`src/rtl/timing_fsm.sv`:
```
// Per-bank DRAM timing tracker: one state machine and down-counter
// per bank group/bank pair, driven by one-hot command strobes.
module timing_fsm #(
  parameter int BGWIDTH = 2,
  parameter int BAWIDTH = 2,
  parameter int T_RCD   = 17,
  parameter int T_WR    = 14,
  parameter int T_RP    = 17,
  parameter int T_RFC   = 34,
  parameter int BL      = 8
) (
  input  logic clk,
  input  logic reset_n,
  input  logic [(BGWIDTH > 0 ? BGWIDTH : 1)-1:0] bg,
  input  logic [(BAWIDTH > 0 ? BAWIDTH : 1)-1:0] ba,
  input  logic ACT,
  input  logic BST,
  input  logic CFG,
  input  logic CKEH,
  input  logic CKEL,
  input  logic DPD,
  input  logic DPDX,
  input  logic MRR,
  input  logic MRW,
  input  logic PD,
  input  logic PDX,
  input  logic PR,
  input  logic PRA,
  input  logic RD,
  input  logic RDA,
  input  logic REF,
  input  logic SRF,
  input  logic WR,
  input  logic WRA,
  output logic [4:0] BankFSM [2**BGWIDTH][2**BAWIDTH]
);

  localparam int NBG = 2**BGWIDTH;
  localparam int NBA = 2**BAWIDTH;

  localparam int M_A = (T_RCD - 1 > T_WR) ? T_RCD - 1 : T_WR;
  localparam int M_B = (T_RP > T_RFC) ? T_RP - 1 : T_RFC - 1;
  localparam int M_C = (M_A > M_B) ? M_A : M_B;
  localparam int MAXV = (M_C > BL) ? M_C : BL;
  localparam int CW = (MAXV < 2) ? 1 : $clog2(MAXV + 1);

  localparam logic [CW-1:0] L_RCD = CW'(T_RCD - 1);
  localparam logic [CW-1:0] L_WR  = CW'(T_WR);
  localparam logic [CW-1:0] L_BL  = CW'(BL);
  localparam logic [CW-1:0] L_RP  = CW'(T_RP - 1);
  localparam logic [CW-1:0] L_RFC = CW'(T_RFC - 1);
  localparam logic [CW-1:0] ONE   = CW'(1);

  typedef enum logic [4:0] {
    IDLE        = 5'h00,
    ACTIVATING  = 5'h01,
    ACTIVE      = 5'h03,
    PRECHARGING = 5'h0a,
    READING     = 5'h0b,
    READING_AP  = 5'h0c,
    REFRESHING  = 5'h0d,
    WRITING     = 5'h12,
    WRITING_AP  = 5'h13,
    ROWCLONE    = 5'h14
  } state_t;

  typedef enum logic [3:0] {
    C_NONE, C_PRA, C_REF, C_PR, C_ACT,
    C_WRA, C_WR, C_RDA, C_RD
  } cmd_t;

  state_t        r_state [NBG][NBA];
  state_t        w_next  [NBG][NBA];
  logic [CW-1:0] r_cnt   [NBG][NBA];
  logic [CW-1:0] w_cnt   [NBG][NBA];
  logic          w_hit   [NBG][NBA];
  cmd_t          w_cmd;
  logic          w_unused;

  // These strobes never change bank state.
  assign w_unused = ^{BST, CFG, CKEH, CKEL, DPD, DPDX,
                      MRR, MRW, PD, PDX, SRF};

  always_comb begin
    w_cmd = C_NONE;
    if (PRA)      w_cmd = C_PRA;
    else if (REF) w_cmd = C_REF;
    else if (PR)  w_cmd = C_PR;
    else if (ACT) w_cmd = C_ACT;
    else if (WRA) w_cmd = C_WRA;
    else if (WR)  w_cmd = C_WR;
    else if (RDA) w_cmd = C_RDA;
    else if (RD)  w_cmd = C_RD;
  end

  always_comb begin
    for (int g = 0; g < NBG; g++) begin
      for (int b = 0; b < NBA; b++) begin
        w_hit[g][b] = (BGWIDTH == 0 || int'(bg) == g) &&
                      (BAWIDTH == 0 || int'(ba) == b);
      end
    end
  end

  always_comb begin
    for (int g = 0; g < NBG; g++) begin
      for (int b = 0; b < NBA; b++) begin
        w_next[g][b] = r_state[g][b];
        w_cnt[g][b]  = r_cnt[g][b];
        unique case (r_state[g][b])
          IDLE: begin
            if (w_hit[g][b] && w_cmd == C_ACT) begin
              w_next[g][b] = ACTIVATING;
              w_cnt[g][b]  = L_RCD;
            end else if (w_hit[g][b] && w_cmd == C_REF) begin
              w_next[g][b] = REFRESHING;
              w_cnt[g][b]  = L_RFC;
            end
          end
          ACTIVATING, ROWCLONE: begin
            if (r_cnt[g][b] == '0) w_next[g][b] = ACTIVE;
            else w_cnt[g][b] = r_cnt[g][b] - ONE;
          end
          ACTIVE, READING, WRITING: begin
            if (w_cmd == C_PRA) begin
              w_next[g][b] = PRECHARGING;
              w_cnt[g][b]  = L_RP;
            end else if (w_hit[g][b]) begin
              unique case (w_cmd)
                C_ACT: begin
                  // Row clone is only legal from ACTIVE.
                  if (r_state[g][b] == ACTIVE) begin
                    w_next[g][b] = ROWCLONE;
                    w_cnt[g][b]  = L_RCD;
                  end
                end
                C_RD:  w_next[g][b] = READING;
                C_WR:  w_next[g][b] = WRITING;
                C_RDA: begin
                  w_next[g][b] = READING_AP;
                  w_cnt[g][b]  = L_BL;
                end
                C_WRA: begin
                  w_next[g][b] = WRITING_AP;
                  w_cnt[g][b]  = L_WR;
                end
                C_PR: begin
                  w_next[g][b] = PRECHARGING;
                  w_cnt[g][b]  = L_RP;
                end
                default: ;
              endcase
            end
          end
          READING_AP, WRITING_AP: begin
            if (r_cnt[g][b] == '0) begin
              w_next[g][b] = PRECHARGING;
              w_cnt[g][b]  = L_RP;
            end else begin
              w_cnt[g][b] = r_cnt[g][b] - ONE;
            end
          end
          PRECHARGING, REFRESHING: begin
            if (r_cnt[g][b] == '0) w_next[g][b] = IDLE;
            else w_cnt[g][b] = r_cnt[g][b] - ONE;
          end
          default: begin
            w_next[g][b] = IDLE;
            w_cnt[g][b]  = '0;
          end
        endcase
      end
    end
  end

  always_ff @(posedge clk or posedge reset_n) begin
    if (reset_n) begin
      for (int g = 0; g < NBG; g++) begin
        for (int b = 0; b < NBA; b++) begin
          r_state[g][b] <= IDLE;
          r_cnt[g][b]   <= '0;
        end
      end
    end else begin
      for (int g = 0; g < NBG; g++) begin
        for (int b = 0; b < NBA; b++) begin
          r_state[g][b] <= w_next[g][b];
          r_cnt[g][b]   <= w_cnt[g][b];
        end
      end
    end
  end

  always_comb begin
    for (int g = 0; g < NBG; g++) begin
      for (int b = 0; b < NBA; b++) begin
        BankFSM[g][b] = r_state[g][b];
      end
    end
  end

endmodule

```
`config.mk`:
```
export PLATFORM = sky130hd
export DESIGN_NAME = timing_fsm
export DESIGN_NICKNAME = d
export VERILOG_FILES = /design/src/rtl/timing_fsm.sv
export SDC_FILE = /design/constraint.sdc
export NUM_CORES = 1
export LEC_CHECK = 0
export CAP_MARGIN = 30
export CORE_UTILIZATION = 43
export CTS_CLUSTER_SIZE = 20
export DETAILED_ROUTE_END_ITERATION = 12
export PLACE_DENSITY = 0.61
export SLEW_MARGIN = 25
export SYNTH_ARGS = -nofsm -noshare
export SYNTH_HDL_FRONTEND = slang
export SYNTH_SLANG_ARGS = --single-unit
```
`constraint.sdc`:
```
create_clock -name clk -period 12.75 [get_ports clk]
set_input_delay 1.275 -clock clk [delete_from_list [all_inputs] [get_ports clk]]
set_output_delay 1.275 -clock clk [all_outputs]
set_load 0.02 [all_outputs]
```
==> reports/results.tsv <==
stage	metric	value	unit
yosys	mapped cell area	0.0154	mm²
setup_path	startpoint types	input pin	
clocking	# H-tree levels	4	
sta	Tcrit/Tclk final	32.4	%
clocking	clock buffer count from CTS	17	
sta	Slew headroom	32.9	%
cells_and_area	Layout Cell Area excl Fill	0.0172	mm²
clocking	Worst-path clk slew	70	ps
yosys	Post-Syn Nets	1949	
outcome	status	finished clean	
clocking	Clock Latency Late Sink	450	ps
clocking	setup bufs post-CTS	0	
setup_path	R2R depth	6	
yosys	cell with the most instances after synthesis	dfrtp_1	
clocking	CTS resizes	0	
yosys	Yosys reg bits	176	
sta	Final min period	4130	ps
placed_design	Post-DP HPWL	31100	µm
setup_path	WP data required	13080	ps
placed_design	placed cell areas	0.0166	mm²
yosys	synth top area cells	dfrtp_1 29%, o21ai_0 5.1%, nor2_1 3.4%	
yosys	ys flop type	dfrtp_1	
sta	fin. max-slew vios	0	
yosys	Cells after Synth	1904	
drt	DR vias	15306	
grt	largest net degree at the start of global routing	118	
clocking	CTS max path bufs	2	
floorplan	initial core utilization	43.5	%
yosys	EDFF count, synth	0	
sta	Hold Vio Cnt, Final	0	
yosys	Yosys warning count	0	
grt	number of global-route vias before repair	13989	
floorplan	FP Rows	69	
cells_and_area	layout cells sized above 1	8.83	%
placed_design	GPL Wtd Cong	0.878	
sta	TNS Setup	0	ps
drt	initial DRC count	1252	
floorplan	Ports	105	
power_and_ir_drop	maximum VDD drop	0.000115	V
run	max_cap viols	0	
power_and_ir_drop	Lkg Pwr	6.53	nW
drt	Post-route DRC	0	
drt	Final ANT Viol Nets	0	
cells_and_area	n_diodes	0	
setup_path	Setup CP Type	input pin to flop	
cells_and_area	post-route core utilization	48.4	%
yosys	post-synth top area share	28.5	%
grt	Global Route Usage Sum	25.6	%
floorplan	Die H	192	µm
cells_and_area	Register Area	0.00440	mm²
clocking	CTS tree	built	
sta	Fmax	0.242	GHz
sta	unrepaired setup endpoints after global routing	no	
worst_hold_path	Hold Crit Class	flop to flop	
floorplan	Core ar.	0.0355	mm²
drt	Vias/cell	6.44	
cells_and_area	nets@finish	1947	
setup_path	critical path endpoint category	flop	
grt	first-pass GRT wire length	75000	µm
cells_and_area	Fill cells	3349	
cells_and_area	area grow syn2layout	11.1	%
setup_path	WP data arrival	4460	ps
grt	remaining global-route overflow	0	
power_and_ir_drop	PwrDens	271	mW/mm²
worst_hold_path	Hold Crit Depth	1	
cells_and_area	area of the multi-input gates	0.0102	mm²
sta	worst-margin pin slew	1010	ps
sta	Layout Skew	11.4	ps
floorplan	Chip Width	192	µm
drt	routed len/inst	19.5	µm
yosys	Synth Area per Inst	8.11	µm²
yosys	area leader, netlist	dfrtp_1	
drt	Routed WL	46400	µm
placed_design	port bufs	93	
drt	first-pass detailed-route iteration total	7	
yosys	Seq/Total Area, Yosys	28.5	%
yosys	Synth top cells by count	176 x dfrtp_1, 156 x o21ai_0, 140 x nor2_1	
clocking	root buf cell	clkbuf_16	
yosys	Synth async-reset ratio	100	%
grt	initial antenna violation count	0	
floorplan	die area	0.0367	mm²
clocking	CTS Sinks	176	
sta	Finish-stage setup viols	0	
clocking	# hold bufs at CTS	0	
yosys	Synth cell types	109	
setup_path	Max FO, Critical Path	10	
logic make-up after synthesis:
group	after synthesis	share of synthesized area, %
adder cells (fa/ha/maj)	20	1.62
XOR/XNOR	22	1.25
AND/OR/NAND/NOR	670	24.3
buffers and inverters	216	5.82
multiplexers	43	3.14
AO/OA/AOI/OAI	757	35.4
flip-flops	176	28.5
critical path: stages:
cell	delay (ps)
clkdlybuf4s50_1	830
nor2b_1	90
buf_4	220
o21ai_1	750
a21oi_1	230
o31ai_4	430
or2_1	290
mux2_4	320
metal layers:
layer | GRT usage (%) | wire length (µm) | vias to the layer above
met5 | 0 | 0 | -
met4 | 10.5 | 1430 | 0
met3 | 3.30 | 2650 | 79
met2 | 39.7 | 21100 | 529
met1 | 35.7 | 21300 | 7436
li1 | - | - | 7262
metrics by stage:
stage | hold WS, ps | worst slack, ps | std cells | total power, mW
global placement | 492 | 7990 | 2340 | 4.03
detailed placement | 490 | 8240 | 2343 | 4.08
global route | 527 | 8560 | 2376 | 5.06
CTS | 506 | 8710 | 2375 | 4.63
finish | 501 | 8620 | 2376 | 4.64
floorplan | 464 | 6700 | 1904 | 3.41
report_power, final:
| group | internal, mW | switching (mW) | total (mW) | leakage, nW |
|---|---|---|---|---|
| clock network | 0.277 | 0.253 | 0.530 | 0.269 |
| registers | 0.778 | 0.426 | 1.20 | 2.29 |
| logic | 1.31 | 1.60 | 2.91 | 3.97 |
registers in the layout, summed over array words and instances, names as in the netlist:
register and cells:
r_cnt 96, BankFSM 80
worst paths after layout:
kind,from,to,slack (ps)
max in group asynchronous,reset_n,BankFSM[55]$_DFFE_PP0P_,10020
hold reg to reg,r_cnt[83]$_DFFE_PP0P_,r_cnt[83]$_DFFE_PP0P_,500
setup / recovery,PR,r_cnt[30]$_DFFE_PP0P_,8620
hold / removal,r_cnt[83]$_DFFE_PP0P_,r_cnt[83]$_DFFE_PP0P_,500
min in group asynchronous,reset_n,r_cnt[62]$_DFFE_PP0P_,1230
setup reg to reg,r_cnt[72]$_DFFE_PP0P_,r_cnt[72]$_DFFE_PP0P_,9920
area by class of cell:
cell class | instances | share of cell area (%)
Clock buffer | 18 | 2.56
Inverter | 81 | 1.82
Multi-Input combinational cell | 1512 | 59.3
Clock inverter | 14 | 0.788
Timing Repair Buffer | 114 | 6.50
Sequential cell | 176 | 25.7
Tap cell | 461 | 3.36
layout by cell type, fill, tap and decap left out, drive strengths merged, types with 15 or more instances in the layout:
cell,netlist,routed
clkbuf,82,18
or3b,19,19
nor3b,33,33
nand2b,68,68
o32ai,15,15
o22ai,35,35
or3,25,25
clkdlybuf4s50,0,92
nand2,117,117
nor2,140,140
dfrtp,176,176
inv,80,82
nand3b,20,20
a211oi,24,24
o21a,29,29
mux2,35,35
o21bai,27,27
a22o,34,34
a31oi,30,30
a21oi,97,97
nor3,67,67
o31ai,36,36
ha,20,20
a22oi,22,22
o21ai,175,175
o221ai,22,22
nand3,22,22
a32oi,15,15
buf,53,22
nor2b,79,79
o211ai,40,40
o2bb2ai,19,19
(Power assumes the default switching activity.)
==> RTL edit 1 (same flow settings) <==
The parameter `T_WR` goes from 14 to 15.
--- a/src/rtl/timing_fsm.sv
+++ b/src/rtl/timing_fsm.sv
@@ -5,5 +5,5 @@
   parameter int BAWIDTH = 2,
   parameter int T_RCD   = 17,
-  parameter int T_WR    = 14,
+  parameter int T_WR    = 15,
   parameter int T_RP    = 17,
   parameter int T_RFC   = 34,
Check against the original RTL: not settled (the Yosys comparison gave no result); the edit may change what the design does.
==> RTL edit 1 against the original RTL <==
Power increased by 0.47%; sequential cell count unchanged; synthesized area decreased by 1.6%; setup slack got worse by 0.26 ns; first-iteration DRC count increased by 13%; design area decreased by 1.1%; routed wire length about the same.
==> RTL edit 1: results (changes against the original RTL) <==
* Vias in the first global route at 13800 (-1.3%)
* Pin count of the biggest net entering global routing at 81 (-31%)
* Via count at 15100 (-1.4%)
* R2R Path Start: BankFSM[18]$_DFFE_PP0P_
* GP Congestion at 0.926 (+5.5%)
* Clock-cell share at 0.0356 (+0.00213)
* Share of power burned in registers at 0.260 (about the same)
* P_int at 0.00245 W (+3.2%)
* CP max FO at 15 (+5)
* Non-CTS buffers at 119 (+4.4%)
* Drt first-iter violations at 1413 (+13%)
* Minimum setup slack after placement at 7.93 ns (-0.311 ns)
* Placed inst area at 0.0164 mm2 (-1.2%)
* DR pass1 iterations at 5 (-2)
* Synth top cells by count: 176 x dfrtp_1, 145 x o21ai_0, 119 x nand2_1
* R2R Setup Slk at 9.94 ns (+0.02 ns)
* Fraction of area in multi-input gates at 0.586 (-0.00686)
* Sequential share of cell area at 0.259 (+0.00274)
* Power Combinational at 0.00290 W (about the same)
* Setup Skew at 0.00854 ns (-0.00284 ns)
* Seq_cells at 176 (unchanged)
* Hold_ws at 0.512 ns (+0.0108 ns)
* Netlist area before placement at 0.0152 mm2 (-1.6%)
* Netlist cell types at 104 (-4.6%)
* Leakage power at 6.59 nW (+0.93%)
* Slowest stage delay, CP at 0.68 ns (-0.15 ns)
* Hold EP: r_cnt[52]$_DFFE_PP0P_
* Hold Path Origin: r_cnt[52]$_DFFE_PP0P_
* Final wirelength at 46500 um (about the same)
* Syn Area/Cell at 8.17 um2 (+0.66%)
* Antenna violations before repair at 2 (+2)
* Register area share after synthesis at 0.290 (+0.00453)
* Global-route wire length before repair at 74500 um (-0.56%)
* Least-Margin Pin Slew at 0.779 ns (-0.227 ns)
* Post-layout util at 0.490 (+0.00669)
* Crit path to: BankFSM[21]$_DFFE_PP0P_
* Status: finished clean
* Inverters at 82 (+1.2%)
* Top post-synthesis cells by area: dfrtp_1 29%, o21ai_0 4.8%, mux2_2 3.2%, nand2_1 2.9%, nand2b_1 2.7%
* R2r endpoint: BankFSM[15]$_DFFE_PP0P_
* # nets final at 1901 (-2.4%)
* Clock buf count at 21 (+3)
* CP arrival at 4.69 ns (+0.23 ns)
-- RTL edit 1: cell types whose count changed in the layout (fill, tap and decap cells not counted), sizes merged, moves of 16 or more --
cell,change
a21oi,-27
mux2,+16
nor2,-31
o21ai,-17
o21bai,-17
o22ai,+16
-- RTL edit 1: cell families (layout without fill, tap and decap cells) --
| family | count (synthesis) | count (layout) | synth area share |
|---|---|---|---|
| muxes | 54 | 54 | 0.0407 |
| AOI/OAI and AO/OA | 689 | 689 | 0.328 |
| and+or+nand+nor | 675 | 675 | 0.252 |
| xor gates and xnor gates | 22 | 22 | 0.0127 |
| adders and majority gates | 20 | 20 | 0.0165 |
| buffers and inverters | 226 | 231 | 0.0602 |
| DFF | 176 | 176 | 0.290 |
-- RTL edit 1: metal layers --
layer,GRT usage,wire [um],up-vias
met1,0.350,20300,7342
met3,0.0494,3190,99
met2,0.403,21500,526
met5,0,23,-
li1,-,-,7114
met4,0.0989,1420,4
==> RTL edit 2 (same flow settings) <==
Made on the original files. Register the input `PDX` before use. The logic sees it one clock later. The other inputs are not delayed to match.
--- a/src/rtl/timing_fsm.sv
+++ b/src/rtl/timing_fsm.sv
@@ -70,4 +70,10 @@
   } cmd_t;
 
+  logic PDX_q;
+
+  always_ff @(posedge clk) begin
+    PDX_q <= PDX;
+  end
+
   state_t        r_state [NBG][NBA];
   state_t        w_next  [NBG][NBA];
@@ -80,5 +86,5 @@
   // These strobes never change bank state.
   assign w_unused = ^{BST, CFG, CKEH, CKEL, DPD, DPDX,
-                      MRR, MRW, PD, PDX, SRF};
+                      MRR, MRW, PD, PDX_q, SRF};
 
   always_comb begin
Check against the original RTL: not settled (the Yosys comparison gave no result); the edit may change what the design does.
==> RTL edit 2 against the original RTL <==
Setup slack got worse by 0.030 ns; power decreased by 0.46%; design area decreased by 2.0%; routed wire length increased by 0.16%; synthesized area decreased by 2.4%; cell count decreased by 1.7%; sequential cell count unchanged; critical endpoint is now BankFSM[63]$_DFFE_PP0P_.
==> RTL edit 2: results (changes against the original RTL) <==
* Status: finished clean
* Layout cells sized above 1 at 0.0761 (-0.0121)
* Metal-1 WL at 20600 um (-3.0%)
* Setup Skew at 0.0146 ns (+0.00325 ns)
* Via count at 15000 (-2.3%)
* GR Layer Usage met3 at 0.0430 (+0.00996)
* Multi-input gates at 1450 (-4.1%)
* Syn Area/Cell at 8.14 um2 (+0.35%)
* DR pass1 iterations at 6 (-1)
* Clock buf count at 17 (-1)
* Multi-input logic area at 0.00975 mm2 (-4.2%)
* Tot GR Track Use at 0.259 (+0.00349)
* CP max FO at 12 (+2)
* Met2 Use GR at 0.402 (+0.00569)
* Psw at 0.00228 W (+0.43%)
* Met2 routed wirelength at 21100 um (about the same)
* Minimum setup slack after placement at 8.17 ns (-0.0712 ns)
* Vias in the first global route at 13800 (-1.3%)
* Register area share after synthesis at 0.292 (+0.00715)
* P_int at 0.00234 W (-1.3%)
* Hold_ws at 0.506 ns (+0.00552 ns)
* Placed inst area at 0.0162 mm2 (-2.0%)
* # nets final at 1912 (-1.8%)
* Drt first-iter violations at 1111 (-11%)
* Post-detail-place hpwl at 31100 um (about the same)
* Normalized max-slew margin at 0.317 (-0.0119)
* WL per Instance at 19.9 um (+1.9%)
* Ant diodes at 2 (+2)
-- RTL edit 2: cell types whose count changed after synthesis, sizes merged, moves of 8 or more --
cell / delta
a21oi: -8
o221ai: -9
o31ai: -22
clkbuf: -15
nor2: -14
nor4: +12
o211ai: -17
inv: +21
o21bai: -18
nand3b: -12
o21ai: +11
nor2b: -10
-- RTL edit 2: worst max-delay path, stage by stage --
cell	delay, ns
clkdlybuf4s50_1	0.78
nor2b_1	0.21
a211oi_2	0.48
or3_1	0.45
buf_4	0.40
nor2_1	0.16
nor3_2	0.37
mux2_1	0.37
-- RTL edit 2: cell families (layout without fill, tap and decap cells) --
kind of cell / after synthesis / in the layout / synth area share
AOI/OAI and AO/OA: 693 / 693 / 0.330
xor gates and xnor gates: 26 / 26 / 0.0151
adders and majority gates: 22 / 22 / 0.0183
buffers and inverters: 225 / 252 / 0.0617
DFF: 176 / 176 / 0.292
muxes: 47 / 47 / 0.0355
other: 0 / 2 / 0
and+or+nand+nor: 662 / 662 / 0.247
-- RTL edit 2: path summary, 6_finish.rpt --
check                                        startpoint                 endpoint  depth (start not counted)
worst min register to register    r_cnt[17]$_DFFE_PP0P_    r_cnt[17]$_DFFE_PP0P_                          1
max in group asynchronous                       reset_n  BankFSM[36]$_DFFE_PP0P_                          4
worst max-delay path                                 PR  BankFSM[63]$_DFFE_PP0P_                          8
min in group asynchronous                       reset_n   BankFSM[5]$_DFFE_PP0P_                          2
worst min-delay path              r_cnt[17]$_DFFE_PP0P_    r_cnt[17]$_DFFE_PP0P_                          1
worst max register to register  BankFSM[25]$_DFFE_PP0P_  BankFSM[25]$_DFFE_PP0P_                          6
